[src/rtl/led_panel_bcm.sv]
// led_panel_bcm: HUB-style LED panel scan driver with binary-coded modulation.
// Shifts an internal DEPTH-bit test pattern column-serially into the panel,
// one bit-plane at a time, and steps the panel's row counter via aclk/arst.
// All outputs are registered, so each output cycle shows the phase decoded
// from the state held one clock earlier.
// Optional feature macro: LED_PANEL_DEADTIME_EN (stretches ADVANCE to 6 cycles).
module led_panel_bcm #(
    parameter int COLS      = 32,
    parameter int ROW_BITS  = 3,
    parameter int DEPTH     = 2,
    parameter int DISP_BASE = 8
) (
    input  logic                clk,
    input  logic                reset,
    input  logic [ROW_BITS-1:0] rowmax_in,
    input  logic [1:0]          mode_in,
    output logic                red_out,
    output logic                green_out,
    output logic                blue_out,
    output logic                sclk_out,
    output logic                latch_out,
    output logic                blank_out,
    output logic                aclk_out,
    output logic                arst_out,
    output logic                frame_out
);

    localparam int COL_W    = (COLS > 1) ? $clog2(COLS) : 1;
    localparam int PLANE_W  = (DEPTH > 1) ? $clog2(DEPTH) : 1;
    localparam int DISP_MAX = DISP_BASE << (DEPTH - 1);
    localparam int CNT_W    = $clog2(DISP_MAX + 1);
    localparam int ADV_W    = 3;
`ifdef LED_PANEL_DEADTIME_EN
    // Strobe in the first cycle, then five more blanked cycles against ghosting.
    localparam int ADV_LEN  = 6;
`else
    localparam int ADV_LEN  = 2;
`endif

    localparam logic [COL_W-1:0]   COL_LAST   = COL_W'(COLS - 1);
    localparam logic [PLANE_W-1:0] PLANE_LAST = PLANE_W'(DEPTH - 1);
    localparam logic [ADV_W-1:0]   ADV_LAST   = ADV_W'(ADV_LEN - 1);

    localparam logic [2:0] ST_INIT    = 3'd0;
    localparam logic [2:0] ST_SHIFT   = 3'd1;
    localparam logic [2:0] ST_LATCH   = 3'd2;
    localparam logic [2:0] ST_DISPLAY = 3'd3;
    localparam logic [2:0] ST_ADVANCE = 3'd4;

    // Sequencing state
    logic [2:0]          state_r;
    logic [COL_W-1:0]    col_r;
    logic                half_r;      // 0 = data setup cycle, 1 = sclk high cycle
    logic [PLANE_W-1:0]  plane_r;
    logic [CNT_W-1:0]    disp_cnt_r;
    logic [ADV_W-1:0]    adv_cnt_r;
    logic [ROW_BITS-1:0] row_r;
    logic [7:0]          frame_r;
    logic [1:0]          mode_r;

    // Registered outputs
    logic red_r, green_r, blue_r, sclk_r, latch_r, blank_r, aclk_r, arst_r, frame_pulse_r;

    // Decoded next values
    logic red_s, green_s, blue_s, sclk_s, latch_s, blank_s, aclk_s, arst_s, frame_pulse_s;
    logic pat_r_s, pat_g_s, pat_b_s;
    logic col_bit_s, row_bit_s, frame_bit_s, checker_s;
    logic wrap_s;
    logic [CNT_W-1:0] disp_last_s;

    assign red_out   = red_r;
    assign green_out = green_r;
    assign blue_out  = blue_r;
    assign sclk_out  = sclk_r;
    assign latch_out = latch_r;
    assign blank_out = blank_r;
    assign aclk_out  = aclk_r;
    assign arst_out  = arst_r;
    assign frame_out = frame_pulse_r;

    // Last display count of the current plane and end-of-frame decision
    always_comb begin
        disp_last_s = CNT_W'((DISP_BASE << plane_r) - 1);
        wrap_s      = (row_r >= rowmax_in);
    end

    // Test-pattern bit of the current pixel in the current bit-plane
    always_comb begin
        // Bit 'plane' of x mod 2^DEPTH is simply bit 'plane' of x (zero above its width).
        col_bit_s   = |((col_r >> plane_r) & COL_W'(1'b1));
        row_bit_s   = |((row_r >> plane_r) & ROW_BITS'(1'b1));
        frame_bit_s = |((frame_r >> plane_r) & 8'd1);
        checker_s   = col_r[0] ^ row_r[0];
        pat_r_s     = 1'b0;
        pat_g_s     = 1'b0;
        pat_b_s     = 1'b0;
        case (mode_r)
            2'd0: begin
                pat_r_s = 1'b1;
                pat_g_s = 1'b1;
                pat_b_s = 1'b1;
            end
            2'd1: begin
                pat_r_s = col_bit_s;
                pat_g_s = row_bit_s;
                pat_b_s = frame_bit_s;
            end
            2'd2: begin
                pat_r_s = checker_s;
                pat_g_s = checker_s;
                pat_b_s = checker_s;
            end
            default: begin
                pat_r_s = 1'b0;
                pat_g_s = 1'b0;
                pat_b_s = 1'b0;
            end
        endcase
    end

    // Output decode for the phase held in the state registers
    always_comb begin
        red_s         = red_r;
        green_s       = green_r;
        blue_s        = blue_r;
        sclk_s        = 1'b0;
        latch_s       = 1'b0;
        blank_s       = 1'b1;
        aclk_s        = 1'b0;
        arst_s        = 1'b0;
        frame_pulse_s = 1'b0;
        case (state_r)
            ST_INIT: begin
                arst_s = 1'b1;
            end
            ST_SHIFT: begin
                // Same column in both halves, so data is stable around the sclk rise.
                sclk_s  = half_r;
                red_s   = pat_r_s;
                green_s = pat_g_s;
                blue_s  = pat_b_s;
            end
            ST_LATCH: begin
                latch_s = 1'b1;
            end
            ST_DISPLAY: begin
                blank_s = 1'b0;
            end
            ST_ADVANCE: begin
                if (adv_cnt_r == ADV_W'(0)) begin
                    if (wrap_s) begin
                        arst_s        = 1'b1;
                        frame_pulse_s = 1'b1;
                    end else begin
                        aclk_s = 1'b1;
                    end
                end else begin
                    aclk_s = 1'b0;
                end
            end
            default: begin
                blank_s = 1'b1;
            end
        endcase
    end

    // Scan sequencer and output registers
    always_ff @(posedge clk or posedge reset) begin
        if (reset) begin
            state_r       <= ST_INIT;
            col_r         <= '0;
            half_r        <= 1'b0;
            plane_r       <= '0;
            disp_cnt_r    <= '0;
            adv_cnt_r     <= '0;
            row_r         <= '0;
            frame_r       <= 8'd0;
            mode_r        <= 2'd0;
            red_r         <= 1'b0;
            green_r       <= 1'b0;
            blue_r        <= 1'b0;
            sclk_r        <= 1'b0;
            latch_r       <= 1'b0;
            blank_r       <= 1'b1;
            aclk_r        <= 1'b0;
            arst_r        <= 1'b0;
            frame_pulse_r <= 1'b0;
        end else begin
            red_r         <= red_s;
            green_r       <= green_s;
            blue_r        <= blue_s;
            sclk_r        <= sclk_s;
            latch_r       <= latch_s;
            blank_r       <= blank_s;
            aclk_r        <= aclk_s;
            arst_r        <= arst_s;
            frame_pulse_r <= frame_pulse_s;
            case (state_r)
                ST_INIT: begin
                    mode_r  <= mode_in;
                    col_r   <= '0;
                    half_r  <= 1'b0;
                    plane_r <= '0;
                    state_r <= ST_SHIFT;
                end
                ST_SHIFT: begin
                    if (!half_r) begin
                        half_r <= 1'b1;
                    end else begin
                        half_r <= 1'b0;
                        if (col_r == COL_LAST) begin
                            col_r   <= '0;
                            state_r <= ST_LATCH;
                        end else begin
                            col_r <= col_r + COL_W'(1'b1);
                        end
                    end
                end
                ST_LATCH: begin
                    disp_cnt_r <= '0;
                    state_r    <= ST_DISPLAY;
                end
                ST_DISPLAY: begin
                    if (disp_cnt_r == disp_last_s) begin
                        disp_cnt_r <= '0;
                        if (plane_r == PLANE_LAST) begin
                            plane_r   <= '0;
                            adv_cnt_r <= '0;
                            state_r   <= ST_ADVANCE;
                        end else begin
                            plane_r <= plane_r + PLANE_W'(1'b1);
                            state_r <= ST_SHIFT;
                        end
                    end else begin
                        disp_cnt_r <= disp_cnt_r + CNT_W'(1'b1);
                    end
                end
                ST_ADVANCE: begin
                    // Row bookkeeping happens with the strobe so the new row is valid for SHIFT.
                    if (adv_cnt_r == ADV_W'(0)) begin
                        if (wrap_s) begin
                            row_r   <= '0;
                            frame_r <= frame_r + 8'd1;
                            mode_r  <= mode_in;
                        end else begin
                            row_r <= row_r + ROW_BITS'(1'b1);
                        end
                    end else begin
                        row_r <= row_r;
                    end
                    if (adv_cnt_r == ADV_LAST) begin
                        adv_cnt_r <= '0;
                        state_r   <= ST_SHIFT;
                    end else begin
                        adv_cnt_r <= adv_cnt_r + ADV_W'(1'b1);
                    end
                end
                default: begin
                    state_r <= ST_INIT;
                end
            endcase
        end
    end

endmodule
[config.mk]
export PLATFORM = sky130hd
export DESIGN_NAME = led_panel_bcm
export DESIGN_NICKNAME = d
export VERILOG_FILES = /design/src/rtl/led_panel_bcm.sv
export SDC_FILE = /design/constraint.sdc
export NUM_CORES = 1
export LEC_CHECK = 0
export CAP_MARGIN = 20
export CELL_PAD_IN_SITES_DETAIL_PLACEMENT = 1
export CELL_PAD_IN_SITES_GLOBAL_PLACEMENT = 1
export CORE_ASPECT_RATIO = 0.6
export CORE_MARGIN = 2
export CORE_UTILIZATION = 35
export DETAILED_ROUTE_END_ITERATION = 7
export HOLD_SLACK_MARGIN = 0.06
export PLACE_DENSITY = 0.69
export REMOVE_ABC_BUFFERS = 1
export SLEW_MARGIN = 20
export SYNTH_ARGS = -nofsm -noshare
export SYNTH_HDL_FRONTEND = slang
export SYNTH_SLANG_ARGS = --single-unit
[constraint.sdc]
create_clock -name clk -period 2.1 [get_ports clk]
set_input_delay 0.63 -clock clk [delete_from_list [all_inputs] [get_ports clk]]
set_output_delay 0.63 -clock clk [all_outputs]
set_load 0.01 [all_outputs]
== Yosys cells after proc, flatten, opt, wreduce, memory -nomap -nowiden ==
Cells that the tools add are included.

* Bits in registers: 40
* Output and inout bits: 9
* Word-level logic and storage cells: 99

* Add/subtract/negate cells: 7
* Magnitude comparators: 1
* Eq/ne operators: 16
* Shift-type cells: 4
* Multiplexer cells: 37
* Bitwise gates (word level): 1
* Reductions and logical operators: 15

{| class="wikitable"
|+ Operators with widths
! operator !! number
|-
| $mux W3 || 9
|-
| $pmux W5 S2 || 2
|-
| $mux W5 || 3
|-
| $pmux W3 S5 || 1
|-
| $ne A2 B2 Y1 const B || 7
|-
| $mux W1 || 12
|-
| $add A5 B1 Y5 const B || 2
|-
| $reduce_bool A2 Y1 || 5
|-
| $pmux W1 S3 || 3
|-
| $reduce_and A3 Y1 || 3
|-
| $add A8 B1 Y8 const B || 1
|-
| $shr A8 B1 Y1 || 1
|-
| $add A3 B1 Y3 const B || 2
|-
| $eq A3 B1 Y1 const B || 2
|-
| $eq A3 B2 Y1 const B || 2
|-
| $logic_not A3 Y1 || 2
|-
| $pmux W1 S2 || 3
|-
| $pmux W3 S2 || 1
|-
| $reduce_and A2 Y1 || 3
|-
| $eq A5 B5 Y1 || 1
|-
| $eq A5 B5 Y1 const B || 1
|-
| $shl A4 B1 Y5 const A || 1
|-
| $shr A5 B1 Y1 || 1
|-
| $sub A5 B2 Y5 const B || 1
|-
| other kinds (11) || 12
|}

== Depth between registers and ports, before layout ==
Gate-level depths: netlist (run 1).

* Depth after elaboration: 5
* Depth in mapped cells: 7
* Depth with buffers taken out: 7

== Worst setup path after synthesis (run 1) ==
OpenSTA, ideal clock, no wires.

* Kind: input -> register
* Start point: in rowmax_in[2]
* End point: reg frame_r[1]
* Library setup time: 0.133 ns
* Arrival time: 1.808 ns
* Data required time: 1.967 ns
* Path slack: 0.159 ns
* Cell stages on the path: 6
* Path buffers: 0
* Path through: inv_1 -> ha_1 -> a21o_1 -> a31oi_1 -> nor3b_1 -> xor2_1

* Word-level cells in the longest chain between the ends: 2

{| class="wikitable"
|+ RTL lines
! what !! RTL line !! RTL
|-
| start: declaration || 15 || <nowiki>input logic [ROW_BITS-1:0] rowmax_in,</nowiki>
|-
| $ge A3 B3 Y1 || 84 || <nowiki>wrap_s = (row_r >= rowmax_in);</nowiki>
|-
| $reduce_and A3 Y1 (no source line) || - ||
|-
| end signal: assignment || 243 || <nowiki>frame_r <= frame_r + 8'd1;</nowiki>
|-
| end: declaration || 58 || <nowiki>logic [7:0] frame_r;</nowiki>
|}

Every way passes these cells.
A chain may end at the register's enable or synchronous reset.

== Worst setup path in the final report (run 1) ==
* Start point: in rowmax_in[2]
* End point: reg mode_r[1]

* Word-level cells in the longest chain between the ends: 3

{| class="wikitable"
|+ RTL lines
! what !! RTL line !! RTL
|-
| $ge A3 B3 Y1 || 84 ||
|-
| $ne A2 B2 Y1 (no source line) || - ||
|-
| $reduce_and A3 Y1 (no source line) || - ||
|-
| end signal: assignment || 200 || <nowiki>mode_r <= mode_in;</nowiki>
|-
| end signal: assignment || 244 || <nowiki>mode_r <= mode_in;</nowiki>
|-
| end: declaration || 59 || <nowiki>logic [1:0] mode_r;</nowiki>
|}

Every way passes these cells.

==> results of run 1 <==
repair_timing:
| action | in CTS | in global routing |
|---|---|---|
| endpoints found under the setup margin | 0 | 3 |
| gates resized for setup | 0 | 2 |
| setup buffers | 0 | 1 |
through the flow:
step | area, µm² | setup WS (ns) | power [mW] | instances | util
4_1_cts | 2110 | 0.0689 | 1.23 | 271 | 0.448
6_report | 2130 | 0.0877 | 1.22 | 272 | 0.452
2_1_floorplan | 1730 | 0.159 | 0.718 | 178 | -
3_3_place_gp | 2030 | -0.142 | 0.757 | 264 | 0.431
3_5_place_dp | 2030 | -0.232 | 0.762 | 264 | 0.431
5_1_grt | 2130 | 0.00916 | 1.27 | 272 | 0.452
logic make-up (layout without fill, tap and decap cells):
logic type	Yosys count	count (layout)	synth area share
adders and majority gates	7	7	0.0495
muxes	2	2	0.0113
DFF	34	34	0.481
xor gates and xnor gates	4	4	0.0198
and+or+nand+nor	70	70	0.211
AOI/OAI and AO/OA	48	48	0.177
buffers and inverters	20	44	0.0509
area by class of cell:
| class | instances | area, µm² |
|---|---|---|
| Sequential cell | 34 | 852 |
| Fill cell | 552 | 2580 |
| Timing Repair Buffer | 24 | 230 |
| Clock inverter | 2 | 10.0 |
| Tap cell | 63 | 78.8 |
| Inverter | 13 | 48.8 |
| Clock buffer | 5 | 68.8 |
| Multi-Input combinational cell | 131 | 841 |
critical path, delay by kind of cell:
family | cells | cell delay [ns]
compound gates | 3 | 0.43
simple gates | 1 | 0.10
fa+ha+maj | 1 | 0.24
buf+inv | 4 | 0.81
worst paths after layout:
path                         endpoint    startpoint  slack (ns)
setup / recovery            mode_r[1]  rowmax_in[2]        0.09
hold / removal             frame_r[1]    frame_r[1]        0.48
setup reg to reg             col_r[3]      col_r[1]        0.27
hold reg to reg            frame_r[1]    frame_r[1]        0.48
max in group asynchronous   blank_out         reset        1.17
min in group asynchronous    col_r[4]         reset        0.68
layer usage:
layer | global-route usage | vias up | wire (µm)
li1 | - | 702 | -
met1 | 0.251 | 760 | 2290
met2 | 0.255 | 19 | 2050
met3 | 0.0433 | 2 | 147
met4 | 0.0673 | 0 | 35
met5 | 0 | - | 0
registers in the layout (all words and copies together) (netlist names), 2 cells and up:
| name | count |
|---|---|
| row_r | 3 |
| col_r | 5 |
| mode_r | 2 |
| adv_cnt_r | 3 |
| state_r | 3 |
| disp_cnt_r | 5 |
| frame_r | 2 |
report_power, final:
part | total, mW | switching, mW | internal (mW)
Sequential | 0.676 | 0.0117 | 0.664
Clock | 0.465 | 0.243 | 0.223
Combinational | 0.0786 | 0.0393 | 0.0392
Total | 1.22 | 0.294 | 0.926
cell usage in the layout, fill, tap and decap left out, drive strengths merged, types with 4 or more instances in the layout:
| master | instances |
|---|---|
| dfrtp | 33 |
| nand2 | 19 |
| o21ai | 16 |
| clkdlybuf4s50 | 15 |
| inv | 13 |
| nand3 | 11 |
| nor2 | 9 |
| buf | 9 |
| a21oi | 8 |
| nand2b | 7 |
| ha | 7 |
| and3 | 6 |
| clkbuf | 5 |
| a22o | 4 |
==> results_dict.tcl, run 1 <==
set metrics [dict create \
    coreArea_mm2 0.00471 \
    htree_levels 2 \
    die_y_um 59.1 \
    synthesis.area_mm2 0.00177 \
    cp.required_ns 2.30 \
    path_cells "clkdlybuf4s50_1 -> inv_1 -> ha_4 -> a21o_1 -> a31oi_1 -> buf_4 -> buf_4 -> nand3_1 -> o211ai_1" \
    critPathLaunchType "primary input" \
    slowest_stage "clkdlybuf4s50_1" \
    dieArea_mm2 0.00566 \
    yosys_warnings 0 \
    drive_above_1_share 0.110 \
    grt_start_max_net_pins 35 \
    vdd_drop_max_uv 251 \
    clock_latency_ns 0.29 \
    layout_min_cycle_time_ns 2.01 \
    maxSlewHeadroom 0.748 \
    die_w_um 95.8 \
    grt.overflow.total 0 \
    grt_pass1_wl_um 7270 \
    gp_congestion 0.842 \
    routedWlPerCell_um 16.6 \
    start_util 0.376 \
    synthCells 185 \
    finalSetupTns_ns 0 \
    crit_arrival_ns 2.21 \
    power.density_mw_per_mm2 573 \
    cts.path.max_buffers 2 \
    setup.worst_path.class "in2reg" \
    ant_nets 0 \
    synthTopCellsByCount "33 x dfrtp_1, 19 x nand2_1, 16 x o21ai_0, 13 x inv_1, 11 x nand3_1" \
    post-route-period-util 0.958 \
    fmax_ghz 0.497 \
    ys_types 42 \
    hold_path.class "reg2reg" \
    cts_made_buffers 5 \
    min_path_cells 1 \
    cts_tree "done" \
    yosys.area.top_type "dfrtp_1" \
    drv_slew 0 \
    synth_most_common_cell "dfrtp_1" \
    outcome "complete, no violations" \
    clkSlewWorstSetupHoldPaths_ns 0.07 \
    max-cap-violations 0 \
    cpMostUsedCell "buf_4" \
    setup_viol 0 \
    final_nets 223 \
    synthArstFlopShare 1.00 \
    dr_total_vias 1483 \
    whs_ns 0.481 \
    track_usage 0.175 \
    tightestPinTransition_ns 0.375 \
    routed_via_density 5.45 \
    leakage_nw 0.975 \
    hold_violations 0 \
    ys_ff_latch 34 \
    grt_setup_unrepaired "no" \
    netlist.area_leader.share 0.466 \
    rows 19 \
    hpwl_um 3210 \
    crit_fanout 6 \
    route.detailed.drc 0 \
    grt_pass1_vias 1450 \
    finalClockSkew_ns 0.00730 \
    synthTopCellsByArea "dfrtp_1 47%, ha_1 4.9%, o21ai_0 4.5%" \
    io_pins 16 \
    dr.pass1.iters 4 \
    cts-root-buf "clkbuf_8" \
    ys.flop_type "dfrtp_1" \
    portBuffers 15 \
    end_kind "register" \
    reg2reg_depth 5 \
    hold_buffers 0 \
    crit_path_max_incr_delay_ns 0.45 \
    syn_area_per_cell_um2 9.57 \
    drtIter0Drc 86 \
    antennaDiodeCount 0 \
    area_growth_pct 20.3 \
    synth_edf_count 0 \
    routed_wl_um 4520 \
    cts_num_sinks 34 \
    synth-seq-area-share 0.481 \
    antenna_found_initial 0 \
]
Power figures use the tool's default switching activity.
==> run 2, diff against run 1 <==
Settings changed: PLACE_DENSITY 0.69 to 0.75.
==> run 2 against run 1 <==
Die area did not move. Total power is 4.0% higher. Count of clock-buffer cells in the layout rose by 2. Worst setup slack better by 0.027 ns. Maximum frequency up 1.3%. Cell count unchanged. Critical path type unchanged.
==> results_dict.tcl, run 2 (synthesized netlist as in run 1, its figures left out) <==
set metrics [dict create \
    critPathLaunchType "primary input" \
    drv_slew 0 \
    grt.overflow.total 0 \
    grt_setup_unrepaired "no" \
    whs_ns 0.480 \
    min_path_cells 1 \
    coreArea_mm2 0.00471 \
    reg2reg_slack_ns 0.28 \
    multi_input_area_um2 842 \
    dieArea_mm2 0.00566 \
    setup_viol 0 \
    final_nets 222 \
    die_y_um 59.1 \
    layout_common_cells "33 x dfrtp_1, 19 x nand2_1, 16 x o21ai_0, 15 x clkdlybuf4s50_1, 12 x inv_1" \
    end_kind "register" \
    power.density_mw_per_mm2 594 \
    grt_start_max_net_pins 35 \
    top_regs "col_r x5, disp_cnt_r x5" \
    hold_path.class "reg2reg" \
    route.detailed.drc 0 \
    routedWlPerCell_um 14.9 \
    drtIter0Drc 62 \
    finalClockSkew_ns 0.0123 \
    area_growth_pct 20.5 \
    die_w_um 95.8 \
    antennaDiodeCount 0 \
    cts-root-buf "clkbuf_8" \
    layout_min_cycle_time_ns 1.99 \
    portBuffers 15 \
    dr.pass1.iters 4 \
    gp_congestion 0.780 \
    maxSlewHeadroom 0.747 \
    htree_levels 2 \
    setup.worst_path.class "in2reg" \
    track_usage 0.167 \
    regArea_um2 852 \
    vdd_drop_max_uv 309 \
    grt_pass1_wl_um 7020 \
    start_util 0.376 \
    drive_above_1_share 0.110 \
    cp.required_ns 2.28 \
    outcome "complete, no violations" \
    final_common_cell "dfrtp_1" \
    grt_pass1_vias 1442 \
    routed_via_density 5.30 \
    antenna_found_initial 0 \
    hold_violations 0 \
    io_pins 16 \
    rows 19 \
    hpwl_um 2910 \
    cts_made_buffers 5 \
    reg2reg_depth 5 \
    tightestPinTransition_ns 0.377 \
    clock_latency_ns 0.30 \
    crit_fanout 5 \
    cts.path.max_buffers 2 \
    clkSlewWorstSetupHoldPaths_ns 0.08 \
    fill_cells 528 \
    post-route-period-util 0.946 \
    cts_tree "done" \
    dr_total_vias 1442 \
    cts_num_sinks 34 \
    crit_arrival_ns 2.17 \
    ant_nets 0 \
    max-cap-violations 0 \
    routed_wl_um 4060 \
    total_power_mw 1.27 \
    leakage_nw 0.986 \
    fmax_ghz 0.504 \
]
==> run 2: report_power, final <==
group | switching [mW] | internal (mW)
clock network | 0.251 | 0.265
registers | 0.0109 | 0.664
logic | 0.0378 | 0.0394
==> run 2: area by class of cell <==
class | instances | area share
clock inverter | 1 | 0.00235
clock buffer | 7 | 0.0405
sequential | 34 | 0.399
multi-input combinational | 131 | 0.395
timing repair buffer | 23 | 0.103
tap | 63 | 0.0370
inverter | 13 | 0.0229
==> run 2: metal layers <==
| metal | vias up | part of all wire | GRT usage |
|---|---|---|---|
| met5 | - | 0 | 0 |
| met4 | 0 | 0.016 | 0.0673 |
| met3 | 8 | 0.044 | 0.0471 |
| met2 | 22 | 0.39 | 0.224 |
| met1 | 707 | 0.55 | 0.250 |
| li1 | 705 | - | - |
==> run 2: worst paths after layout <==
check / end / from
max: frame_r[1] / rowmax_in[2]
min: col_r[3] / col_r[3]
max reg2reg: col_r[3] / col_r[1]
min reg2reg: col_r[3] / col_r[3]
max in group asynchronous: blank_out / reset
min in group asynchronous: blue_out / reset
==> run 2: timing repair <==
action	CTS	global route
setup buffers	0	0
gates resized for setup	0	4
endpoints found under the setup margin	0	1
hold buffers	0	0
==> run 2: through the flow <==
| stage | setup slack, ns | util | instances | cell area [µm²] | TNS [ns] |
|---|---|---|---|---|---|
| 2_1_floorplan | 0.159 | - | 178 | 1730 | 0 |
| 3_3_place_gp | -0.143 | 0.430 | 263 | 2020 | -0.846 |
| 3_5_place_dp | -0.206 | 0.430 | 263 | 2020 | -1.39 |
| 4_1_cts | 0.115 | 0.449 | 271 | 2110 | 0 |
| 5_1_grt | 0.0130 | 0.453 | 272 | 2130 | 0 |
| 6_report | 0.114 | 0.453 | 272 | 2130 | 0 |
==> run 2: worst max-delay path: stages <==
cell and delay, ns:
clkdlybuf4s50_1 0.45, inv_1 0.04, ha_1 0.30, a21o_1 0.19, a31oi_2 0.16, buf_4 0.18, nor3b_1 0.07, xor2_1 0.15
